File: config.mk
export PLATFORM = sky130hd
export DESIGN_NAME = inv_share_arbiter
export DESIGN_NICKNAME = d
export VERILOG_FILES = /design/src/rtl/inv_share_arbiter.sv
export SDC_FILE = /design/constraint.sdc
export NUM_CORES = 1
export LEC_CHECK = 0
export BUFFER_PORTS_ARGS = -buffer_cell sky130_fd_sc_hd__buf_2
export CORE_ASPECT_RATIO = 2
export CORE_MARGIN = 8
export CORE_UTILIZATION = 25
export CTS_CLUSTER_DIAMETER = 200
export DETAILED_ROUTE_END_ITERATION = 8
export PLACE_DENSITY_LB_ADDON = 0.05
export SYNTH_ARGS = -nofsm -noshare
export SYNTH_HDL_FRONTEND = slang
export SYNTH_SLANG_ARGS = --single-unit
File: constraint.sdc
create_clock -name clk -period 3.4 [get_ports clk]
set_input_delay 0.17 -clock clk [delete_from_list [all_inputs] [get_ports clk]]
set_output_delay 0.17 -clock clk [all_outputs]
set_load 0.01 [all_outputs]
File: src/rtl/inv_share_arbiter.sv
// Round-robin sequencer sharing one single-bit Inv cell among N_REQ requesters:
// accepts one word, pushes it LSB-first through the inverter, returns the result with its id.
module inv_share_arbiter #(
  parameter int N_REQ = 4,
  parameter int WIDTH = 8,
  parameter int ID_W  = $clog2(N_REQ)
) (
  input  logic                   clk,
  input  logic                   rst_n,
  input  logic [N_REQ-1:0]       req_valid,
  input  logic [N_REQ*WIDTH-1:0] req_data,
  output logic [N_REQ-1:0]       req_ready,
  output logic                   rsp_valid,
  output logic [ID_W-1:0]        rsp_id,
  output logic [WIDTH-1:0]       rsp_data,
  output logic                   busy
);

  localparam int CNT_W = $clog2(WIDTH);
  localparam logic [CNT_W-1:0] CNT_LAST = CNT_W'(WIDTH - 1);

  localparam logic [1:0] S_IDLE  = 2'd0;
  localparam logic [1:0] S_SHIFT = 2'd1;
  localparam logic [1:0] S_DONE  = 2'd2;

  // Handshake: a word moves on the rising edge where req_valid[i] and
  // req_ready[i] are both high; req_ready is one-hot and only asserted in IDLE.
  // The response side has no back-pressure: rsp_valid is a single-cycle pulse.

  logic [1:0]       state;
  logic [ID_W-1:0]  ptr;
  logic [ID_W-1:0]  id;
  logic [CNT_W-1:0] cnt;
  logic [WIDTH-1:0] sreg;
  logic [WIDTH-1:0] rreg;
  logic [WIDTH-1:0] rreg_next;
  logic             inv_y;

  logic             grant_found;
  logic [ID_W-1:0]  grant_idx;
  logic [ID_W-1:0]  cand;
  logic [WIDTH-1:0] grant_word;

  Inv u_inv (
    .A (sreg[0]),
    .Y (inv_y)
  );

  // Scan starting at ptr; the index adder wraps naturally because N_REQ is a power of two.
  always_comb begin
    grant_found = 1'b0;
    grant_idx   = '0;
    cand        = '0;
    for (int k = 0; k < N_REQ; k++) begin
      cand = ptr + ID_W'(k);
      if (!grant_found && req_valid[cand]) begin
        grant_found = 1'b1;
        grant_idx   = cand;
      end
    end
  end

  assign grant_word = req_data[grant_idx*WIDTH +: WIDTH];
  assign rreg_next  = {inv_y, rreg[WIDTH-1:1]};
  assign busy       = (state != S_IDLE);

  always_comb begin
    req_ready = '0;
    if (rst_n && state == S_IDLE && grant_found) begin
      req_ready[grant_idx] = 1'b1;
    end
  end

  always_ff @(posedge clk) begin
    if (!rst_n) begin
      state     <= S_IDLE;
      ptr       <= '0;
      id        <= '0;
      cnt       <= '0;
      sreg      <= '0;
      rreg      <= '0;
      rsp_valid <= 1'b0;
      rsp_data  <= '0;
      rsp_id    <= '0;
    end else begin
      rsp_valid <= 1'b0;
      case (state)
        S_IDLE: begin
          if (grant_found) begin
            sreg  <= grant_word;
            id    <= grant_idx;
            ptr   <= grant_idx + ID_W'(1);
            cnt   <= '0;
            state <= S_SHIFT;
          end
        end
        S_SHIFT: begin
          rreg <= rreg_next;
          sreg <= {1'b0, sreg[WIDTH-1:1]};
          cnt  <= cnt + CNT_W'(1);
          // Result is registered on the last shift so it is visible during DONE.
          if (cnt == CNT_LAST) begin
            state     <= S_DONE;
            rsp_valid <= 1'b1;
            rsp_data  <= rreg_next;
            rsp_id    <= id;
          end
        end
        S_DONE:  state <= S_IDLE;
        default: state <= S_IDLE;
      endcase
    end
  end

endmodule

// Shared single-bit inverter cell.
module Inv (
  input  logic A,
  output logic Y
);
  assign Y = ~A;
endmodule

# After elaboration in Yosys (flattened, before gate mapping)
# Cells that the tools add are included.
# totals
ff_bits	36
inputBits	38
output_inout_bits	16
word_cells	70
# op_classes
n_addsub	5
n_lt_le_gt_ge	6
n_eq_ne	4
shift	1
mux	27
n_bitwise	1
n_reduce_logical	17
# ops
cell	n
variable part select 32 x 6 -> 8 bit	1
case mux 8 bit (2 select lines)	1
less-than comparator 2 x 3 -> 1 bit (second input constant)	5
2-to-1 mux 2 bit	6
2-to-1 mux 1 bit	10
AND reduction 2 bit	5
binary-select mux 1 bit (select 2 bit)	4
2-to-1 mux 8 bit	1
logical AND 1 bit	6
case mux 3 bit (2 select lines)	1
adder 2 x 1 -> 2 bit (second input constant)	2
adder 2 bit (second input constant)	2
2-to-1 mux 4 bit	1
!= test 2 bit (second input constant)	2
case mux 2 bit (2 select lines)	1
nonzero test 2 bit	2
adder 3 x 1 -> 3 bit (second input constant)	1
equality test 3 bit (second input constant)	1
zero test 1 bit	3
2-to-1 mux 3 bit	1
demux 1 bit (select 2 bit)	1
equality test 2 x 1 -> 1 bit (second input constant)	1
>= comparator 2 x 1 -> 1 bit (second input constant)	1
zero test 2 bit	1
inverter 1 bit	1

# Logic depth before layout (Yosys ltp)
# Gate-level depths: netlist (run 1).
# depth
word_depth	17
ltp_mapped	7
depth_no_buf	7

# By module
# A second synthesis (run 1) with hierarchy kept.
# hier_totals
hier_cells	198
area_unflattened_um2	1780.5
# by_module_without_submodules
mod	n_inst	cells_per_inst	area_per_inst_um2	seq_area_each_um2
inv_share_arbiter	1	197	1776.7	700.7
Inv	1	1	3.8	0.0

# Worst setup path after synthesis (run 1)
# Ideal clock, no wire load.
# synth_path
path_type	register to output
start	reg ptr[1]
end	out req_ready[0]
t_arrival_ns	1.729
required_time_ns	3.230
slack_ns	1.501
path_stages_with_launch	8
path_buffers	2
cell_sequence	dfxtp_1 -> mux2_4 -> a221oi_2 -> buf_6 -> buf_12 -> inv_1 -> ha_1 -> and3_1
# synth_via
elab_chain_len	17
elab_cells_between_ends	32
cone_classes	add/sub: 3; order compare: 2; mux: 19; reduce/logical: 8
# synth_rtl
item	line_no	rtl
from (decl)	31	logic [ID_W-1:0] ptr;
from (signal assigned)	92	ptr <= grant_idx + ID_W'(1);
branches (longest 11 deep; another with adder 2 x 1 -> 2 bit)	-	
2-to-1 mux 2 bit *	56	if (!grant_found && req_valid[cand]) begin
named net grant_idx[0]	40	logic [ID_W-1:0] grant_idx;
less-than comparator 2 x 3 -> 1 bit (implied by the code) / >= comparator 2 x 1 -> 1 bit (equally long branches)	70	req_ready[grant_idx] = 1'b1;
logical AND 1 bit (implied by the code)	70	
2-to-1 mux 1 bit (implied by the code)	70	
demux 1 bit (select 2 bit) *	70	
2-to-1 mux 4 bit *	69	if (rst_n && state == S_IDLE && grant_found) begin
to (decl)	12	output logic [N_REQ-1:0] req_ready,
# Mark *: on every way through the listed nets, which the timed path passes. The select of a mux whose other input is x is not followed.

# Final worst setup path (run 1)
# layout_path
start	reg ptr[1]
end	out req_ready[2]
# layout_via
elab_chain_len	17
elab_cells_between_ends	32
cone_classes	add/sub: 3; order compare: 2; mux: 19; reduce/logical: 8
# layout_rtl
item	line_no
branches (longest 16 deep; another with less-than comparator 2 x 3 -> 1 bit)	-
2-to-1 mux 4 bit *	69
# Mark *: on every way between the ends. The select of a mux whose other input is x is not followed.

==> summary.txt, run 1 <==
Critical path
  – Critical path arrival: 2.29 ns
  – Required @ worst endpoint: 3.23 ns
  – Worst R2R Path Depth: 5
  – Critical path type: register to output pin
  – Startpoint Class: register
  – Critical Path Sink Type: output pin
  – Crit-path max FO: 10

Hold path
  – Hold Path Depth: 3
  – Hold Path Class: primary input to register

Routing
  – Drt pass-1 iters: 4
  – Drt via density: 4.60
  – Wire per inst: 14.4 um
  – Final ANT Viol Nets: 0
  – DRT Wirelength: around 4.9 mm
  – Detailed-route via count: about 1500
  – DR DRC count: 0
  – DRT iter0 DRCs: 62

Timing
  – Hold Fails Final Rpt: 0
  – Tcrit/Tclk final: around 72%
  – Relative slew slack: just under 60%
  – Fin Clk Skew: roughly 0.0030 ns
  – RSZ-0062 raised after global routing: no
  – Slew Viols, Final: 0
  – Worst hold slack: 0.193 ns
  – # setup viols final: 0
  – Least-Margin Pin Slew: 0.612 ns
  – Fin crit period: between 2 and 2.5 ns
  – Setup TNS: 0 ns
  – FMAX: 0.406 GHz

Floorplan
  – Die Height: 133 um
  – Site Rows: 42
  – Initial core utilization: around a quarter
  – Chip width: 74.3 um
  – Top-level port count: 54
  – Core footprint: between 6000 and 7000 um2
  – Area of the die: about 9800 um2

Logic synthesis
  – Post-synth cell types: 35
  – Synth Warn #: 0
  – Post-synth EDFFs: 0
  – Area contributors post-synth: dfxtp_1 41%, nand2_1 9.9%, mux2i_1 7.7%
  – Synth Cell Area: 1700 um2
  – Yosys reg bits: 35
  – Synth area leader: dfxtp_1
  – Ys async rst share: 0%
  – Cells after synthesis: between 150 and 200
  – Top cell type's share of synthesized area: roughly two fifths
  – Register area share after synthesis: 41.3%
  – Synthesized netlist net count: between 200 and 250
  – Syn avg cell area: just under 9 um2
  – Ys flop type: dfxtp_1

Pwr
  – Tot Pwr: about 0.0011 W
  – Max VDD drop: 0.261 mV
  – Leakage: 0.989 nW
  – Pwr dens: 506 nW/um2

Placement
  – Post-DP Area: 2050 um2
  – Post-DP HPWL: between 3 and 4 mm
  – Gp weighted congestion: between 0.6 and 0.7
  – Number of buffers added on ports: between 50 and 60
  – Placed cell count: 330

GRT
  – Vias in the first global route: 1664
  – First-pass GRT wire length: just over 8 mm
  – Gr usage total: a little over a tenth
  – Initial antenna violation count: 0
  – Grt total ovfl: 0
  – Largest net degree at the start of global routing: 29

Layout
  – # fillers: 757
  – Most frequent cells in the layout: 53 x buf_2, 45 x nand2_1, 35 x dfxtp_1
  – Commonest non-fill, non-tap cell in the layout: buf_2
  – Synthesis-to-layout area growth: 29.3%
  – Share of layout cells above drive strength 1: roughly 29%
  – Design area: 2200 um2
  – Non-Filler Instances: ~340
  – ANT cells: 0
  – Final #Nets: just under 300

Clock tree
  – Post-CTS Setup Bufs: 0
  – CTS tree: done
  – Sink Count: 35
  – Number of buffers created by CTS: 5
  – Worst skew pair latency: 0.28 ns
  – Post_cts resized: 0
  – Clock buffer depth: 2
  – Hold Buf Count CTS: 0
  – CTS Root Cell: clkbuf_16
  – Worst-path clk slew: 0.05 ns
  – H-tree levels: 2

Run
  – Maxcap violations: 0

Status
  – Status: completed
-- power breakdown --
group	internal, W	switching, W	total (W)
logic	0.0000968	0.000104	0.000201
clock network	0.000286	0.000166	0.000452
registers	0.000438	0.0000198	0.000457
total	0.000820	0.000290	0.00111
-- through the flow --
stage / util, % / setup WS, ns
final: 33.2 / 0.937
after global routing: 33.2 / 0.788
after CTS: 33.2 / 0.896
after detailed placement: 31.0 / 1.19
after global placement: 31.0 / 1.22
after floorplan: - / 1.50
-- cells by family (layout without fill, tap and decap cells) --
family | after synthesis | after routing | share of synthesized area (%)
muxes | 17 | 17 | 11.0
buffers and inverters | 18 | 71 | 5.45
and+or+nand+nor | 68 | 68 | 17.1
AOI/OAI and AO/OA | 52 | 52 | 20.8
DFF | 35 | 35 | 41.3
adders and majority gates | 6 | 6 | 4.42
-- state kept, by name, summed over array words and instances (netlist names) --
register and cells:
cnt 3, id 2, ptr 2, rreg 7
rsp_data 8, rsp_id 2, rsp_valid 1, sreg 8
state 2
-- worst paths after layout --
check          startpoint           end  slack (ns)
max                ptr[1]  req_ready[2]        0.94
min          req_data[23]       sreg[7]        0.19
max reg2reg        ptr[1]       sreg[1]        1.22
min reg2reg       rreg[1]   rsp_data[0]        0.45
-- cells in the mapped netlist, types with 2 or more instances --
cell and number:
mux2i_1 13, buf_1 3, nand3_1 2, nand2_1 45, and3_1 4, and2_1 2
o221ai_1 5, a22o_1 7, clkbuf_1 6, mux2_4 3, a22oi_1 2, a21oi_1 24
a31oi_1 2, o22ai_1 3, inv_1 6, dfxtp_1 35, nand2b_1 3, nor2_1 9
ha_1 6
-- critical path, cell delays in order, from the launching register on --
cell and delay (ns):
dfxtp_1 0.45, mux2_4 0.35, a221oi_4 0.59, inv_1 0.14, ha_1 0.21, and3_1 0.15, buf_2 0.13
-- routing by layer --
| layer | GRT usage (%) | wire length [um] |
|---|---|---|
| met5 | 0 | 0 |
| met4 | 4.62 | 95 |
| met3 | 3.03 | 205 |
| met2 | 19.9 | 2650 |
| met1 | 10.3 | 1910 |
-- cell type report --
| type | instances | area [um2] | area share (%) |
|---|---|---|---|
| repair buffers | 58 | 303 | 13.8 |
| inverters | 6 | 22.5 | 1.03 |
| clock buffers | 6 | 139 | 6.32 |
| flip-flops and latches | 35 | 701 | 31.9 |
| clock inverters | 1 | 5.00 | 0.228 |
| multi-input cells | 143 | 916 | 41.7 |
| well taps | 88 | 110 | 5.01 |
(Power assumes the default switching activity.)
==> run 2, diff against run 1 <==
clock period = 2.4 ns   (was 3.4 ns; I/O delays follow)
==> summary.txt, run 2 (synthesis gave the netlist of run 1 again) <==
Routing
  – Met3 WL post-DR: 255 um
  – Drt pass-1 iters: 3
  – Top Layer Used: met4
  – Detailed-route via count: about 1600
  – DR DRC count: 0
  – DRT Wirelength: 4.94 mm
  – Wire per inst: 14.5 um
  – Metal-1 WL: ~1.9 mm
  – Drt via density: between 4 and 5
  – WL met2: approximately 2.7 mm
  – DRT iter0 DRCs: 55
  – Final ANT Viol Nets: 0

Critical path
  – Startpoint Class: register
  – Critical Path Sink Type: output pin
  – Critical path type: register to output pin
  – Critical path arrival: 1.98 ns
  – Crit-path max FO: 7
  – Required @ worst endpoint: between 2 and 2.5 ns

Timing
  – Relative slew slack: about 65%
  – # setup viols final: 0
  – Hold Fails Final Rpt: 0
  – FMAX: 0.477 GHz
  – Tcrit/Tclk final: ~87%
  – RSZ-0062 raised after global routing: no
  – Fin Clk Skew: about 0.0056 ns
  – Slew Viols, Final: 0
  – Fin crit period: approximately 2.1 ns
  – Least-Margin Pin Slew: 0.520 ns
  – Setup TNS: 0 ns

Floorplan
  – Top-level port count: between 50 and 60
  – Chip width: roughly 74 um
  – Die Height: around 130 um
  – Initial core utilization: 25.6%
  – Area of the die: between 9000 and 10000 um2
  – Site Rows: 42
  – Core footprint: around 6600 um2

Pwr
  – Max VDD drop: roughly 0.31 mV
  – Psw: about 0.00044 W
  – Combinational share of power: around 16%
  – Int Pwr: approximately 0.0014 W
  – Pwr dens: 792 nW/um2
  – Switching Share: around 24%
  – Clock power share: between 40 and 50%
  – Flop pwr share: between 30 and 40%
  – Leakage: between 1 and 1.5 nW

Layout
  – Most frequent cells in the layout: 53 x buf_2, 45 x nand2_1, 35 x dfxtp_1
  – Commonest non-fill, non-tap cell in the layout: buf_2
  – Final #Nets: 296
  – Design area: between 2000 and 2500 um2
  – Finished Core Util: between 30 and 40%
  – Synthesis-to-layout area growth: 33.5%
  – Largest registers: rsp_data (8), sreg (8), rreg (7)
  – ANT cells: 0
  – Share of layout cells above drive strength 1: a little under a third
  – # fillers: between 700 and 800

GRT
  – Initial antenna violation count: 0
  – Grt total ovfl: 0
  – Largest net degree at the start of global routing: 29
  – Vias in the first global route: 1624
  – Gr usage total: approximately a tenth
  – First-pass GRT wire length: roughly 8 mm

Placement
  – Number of buffers added on ports: 53
  – Gp weighted congestion: between 0.7 and 0.8
  – Post-DP Area: slightly above 2000 um2
  – Post-DP HPWL: ~3.9 mm

Clock tree
  – Sink Count: 35
  – Worst skew pair latency: roughly 0.28 ns
  – Hold Buf Count CTS: 0
  – H-tree levels: 2
  – Clock buffer depth: 2
  – CTS Root Cell: clkbuf_16
  – Number of buffers created by CTS: 5
  – Post_cts resized: 0
  – Worst-path clk slew: about 0.060 ns
  – CTS tree: done

Run
  – Maxcap violations: 0

Status
  – Status: completed

Hold path
  – Hold Path Class: primary input to register
[run 2: changes by cell type in the layout (fill, tap and decap cells not counted)]
cell and change:
clkinvlp_4 +1, clkinv_2 -1, buf_4 +3, bufinv_16 +2, clkbuf_8 -1
[run 2: worst max-delay path: stages, from the launching register on]
cell	delay, ns
dfxtp_1	0.44
mux2_4	0.35
a221oi_4	0.33
inv_1	0.12
ha_1	0.19
and3_1	0.15
buf_2	0.13
[run 2: per-stage QoR]
step           cells  setup WS, ns  total power, W  hold WS [ns]
3_3_place_gp     332         0.358        0.000958         0.433
5_1_grt          341         0.183         0.00189         0.162
6_report         341         0.302         0.00180         0.143
4_1_cts          340        0.0513         0.00182         0.141
3_5_place_dp     332         0.293        0.000957         0.438
2_1_floorplan    196         0.539        0.000860         0.288
[run 2: final timing paths]
kind / from / end / slack [ns] / cells past startpoint
worst max-delay path: ptr[1] / req_ready[2] / 0.30 / 6
worst min-delay path: req_data[19] / sreg[3] / 0.14 / 3
worst max register to register: ptr[1] / sreg[1] / 0.38 / 6
worst min register to register: rsp_data[3] / rsp_data[3] / 0.45 / 2
[run 2: area by class of cell]
cell class,count,area [um2],share of cell area [%]
multi-input cells,143,916,40.4
flip-flops and latches,35,701,30.9
repair buffers,61,325,14.3
clock buffers,5,125,5.52
well taps,88,110,4.86
clock inverters,3,67.6,2.98
inverters,6,22.5,0.993
[run 2: power groups by stage]
stage          combinational [W]  sequential [W]  clock (W)
3_3_place_gp            0.000297        0.000661          0
2_1_floorplan           0.000210        0.000650          0
5_1_grt                 0.000330        0.000652   0.000905
4_1_cts                 0.000298        0.000648   0.000875
6_report                0.000295        0.000648   0.000853
3_5_place_dp            0.000297        0.000661          0
[run 2: metal layers]
metal	GRT usage [%]	vias up
met4	5.38	0
met1	10.4	712
met5	0	-
li1	-	800
met2	18.9	42
met3	3.18	9
[run 2: timing repair]
action | CTS | global route
buffers inserted | 0 | 1
hold endpoints to repair | 0 | 0
endpoints found under the setup margin | 0 | 2
==> run 3, diff against run 2 <==
clock period = 2.6 ns   (was 2.4 ns; I/O delays follow)
==> summary.txt, run 3 (synthesis gave the netlist of run 1 again) <==
Pwr
  – Tot Pwr: around 0.0016 W
  – Max VDD drop: 0.230 mV
  – Pwr dens: between 700 and 800 nW/um2
  – Leakage: 1.01 nW

Clock tree
  – H-tree levels: 2
  – Post-CTS Setup Bufs: 0
  – Worst skew pair latency: about 0.28 ns
  – CTS tree: done
  – Number of buffers created by CTS: 5
  – CTS Root Cell: clkbuf_16
  – Hold Buf Count CTS: 0
  – Sink Count: 35
  – Clock buffer depth: 2
  – Post_cts resized: 0
  – Worst-path clk slew: ~0.050 ns

Floorplan
  – Chip width: around 74 um
  – Initial core utilization: 25.6%
  – Top-level port count: 54
  – Die Height: around 130 um
  – Area of the die: between 9000 and 10000 um2
  – Site Rows: 42
  – Core footprint: 6620 um2

Timing
  – # setup viols final: 0
  – Slew Viols, Final: 0
  – Fin Clk Skew: ~0.0014 ns
  – Hold Fails Final Rpt: 0
  – Fin crit period: between 2 and 2.5 ns
  – Least-Margin Pin Slew: 0.479 ns
  – FMAX: approximately 0.43 GHz
  – Setup TNS: 0 ns
  – RSZ-0062 raised after global routing: no
  – Relative slew slack: 68.0%
  – Tcrit/Tclk final: around 90%

Routing
  – DRT Wirelength: 4.89 mm
  – Drt via density: between 4 and 5
  – Detailed-route via count: 1554
  – Top Layer Used: met4
  – Metal-1 WL: 1.71 mm
  – Met3 WL post-DR: between 200 and 300 um
  – WL met2: 2.79 mm
  – DR DRC count: 0
  – DRT iter0 DRCs: 74
  – Wire per inst: approximately 14 um
  – Drt pass-1 iters: 4
  – Final ANT Viol Nets: 0

Critical path
  – CP delay by family, top: compound AO/OA/AOI/OAI gates
  – CP max stage cell: a221oi_4
  – CP bufs+invs: 2
  – Critical path type: register to output pin
  – Startpoint Class: register
  – Crit path cell chain: mux2_4, a221oi_4, inv_1, ha_1, and3_1, buf_2
  – Critical Path Sink Type: output pin
  – CP max stage delay: between 0.4 and 0.5 ns
  – Crit-path max FO: 8
  – R2r setup slk: approximately 0.50 ns
  – Critical path arrival: between 2 and 2.5 ns
  – Required @ worst endpoint: between 2 and 2.5 ns

Layout
  – Share of layout cells above drive strength 1: 29.8%
  – Non-Filler Instances: between 300 and 400
  – Commonest non-fill, non-tap cell in the layout: buf_2
  – Largest registers: rsp_data (8), sreg (8), rreg (7)
  – Synthesis-to-layout area growth: 32.0%
  – Design area: between 2000 and 2500 um2
  – Most frequent cells in the layout: 53 x buf_2, 45 x nand2_1, 35 x dfxtp_1
  – Final #Nets: slightly below 300
  – ANT cells: 0
  – Finished Core Util: around 34%

GRT
  – Largest net degree at the start of global routing: 29
  – Vias in the first global route: 1716
  – Initial antenna violation count: 0
  – Gr usage total: between 10% and 20%
  – Grt total ovfl: 0
  – First-pass GRT wire length: roughly 8 mm

Run
  – Maxcap violations: 0

Hold path
  – Hold Path Class: primary input to register

Placement
  – Number of buffers added on ports: 53
  – Post-DP Area: between 2000 and 2500 um2
  – Gp weighted congestion: between 0.6 and 0.7
  – Placed cell count: about 330
  – Post-DP HPWL: about 3.8 mm

Status
  – Status: completed
## run 3: cell count changes in the layout (fill, tap and decap cells not counted)
cell,delta
buf_4,-1
bufinv_16,-1
clkbuf_8,+1
clkinv_2,+1
clkinvlp_4,-1
## run 3: area by class of cell
| type | instances | area (um2) |
|---|---|---|
| fill | 764 | 4380 |
| clock inverter | 2 | 35.0 |
| sequential | 35 | 701 |
| multi-input combinational | 143 | 916 |
| inverter | 6 | 22.5 |
| clock buffer | 6 | 139 |
| tap | 88 | 110 |
| timing repair buffer | 60 | 318 |
## run 3: routing by layer
layer / GRT usage, % / up-vias
li1: - / 795
met1: 9.40 / 711
met2: 20.2 / 42
met3: 3.86 / 6
met4: 4.62 / 0
met5: 0 / -
## run 3: where the power goes
group | switching (W) | internal (W) | total (W)
combinational | 0.000137 | 0.000131 | 0.000269
sequential | 0.0000267 | 0.000572 | 0.000599
clock | 0.000226 | 0.000476 | 0.000702
total | 0.000390 | 0.00118 | 0.00157
## run 3: worst min-delay path: stages
cell and delay [ns]:
buf_2 0.07, mux2i_1 0.06, o22ai_1 0.13
## run 3: per-stage QoR
stage | worst slack, ns | hold WS [ns]
CTS | 0.220 | 0.150
global route | 0.116 | 0.171
finish | 0.266 | 0.157
detailed placement | 0.486 | 0.443
global placement | 0.547 | 0.441
floorplan | 0.739 | 0.298
## run 3: final timing paths
kind                                    from            to  depth (start not counted)
worst max-delay path                  ptr[1]  req_ready[2]                          6
worst min-delay path            req_data[19]       sreg[3]                          3
worst max register to register        ptr[1]       sreg[1]                          5
worst min register to register   rsp_data[1]   rsp_data[1]                          2
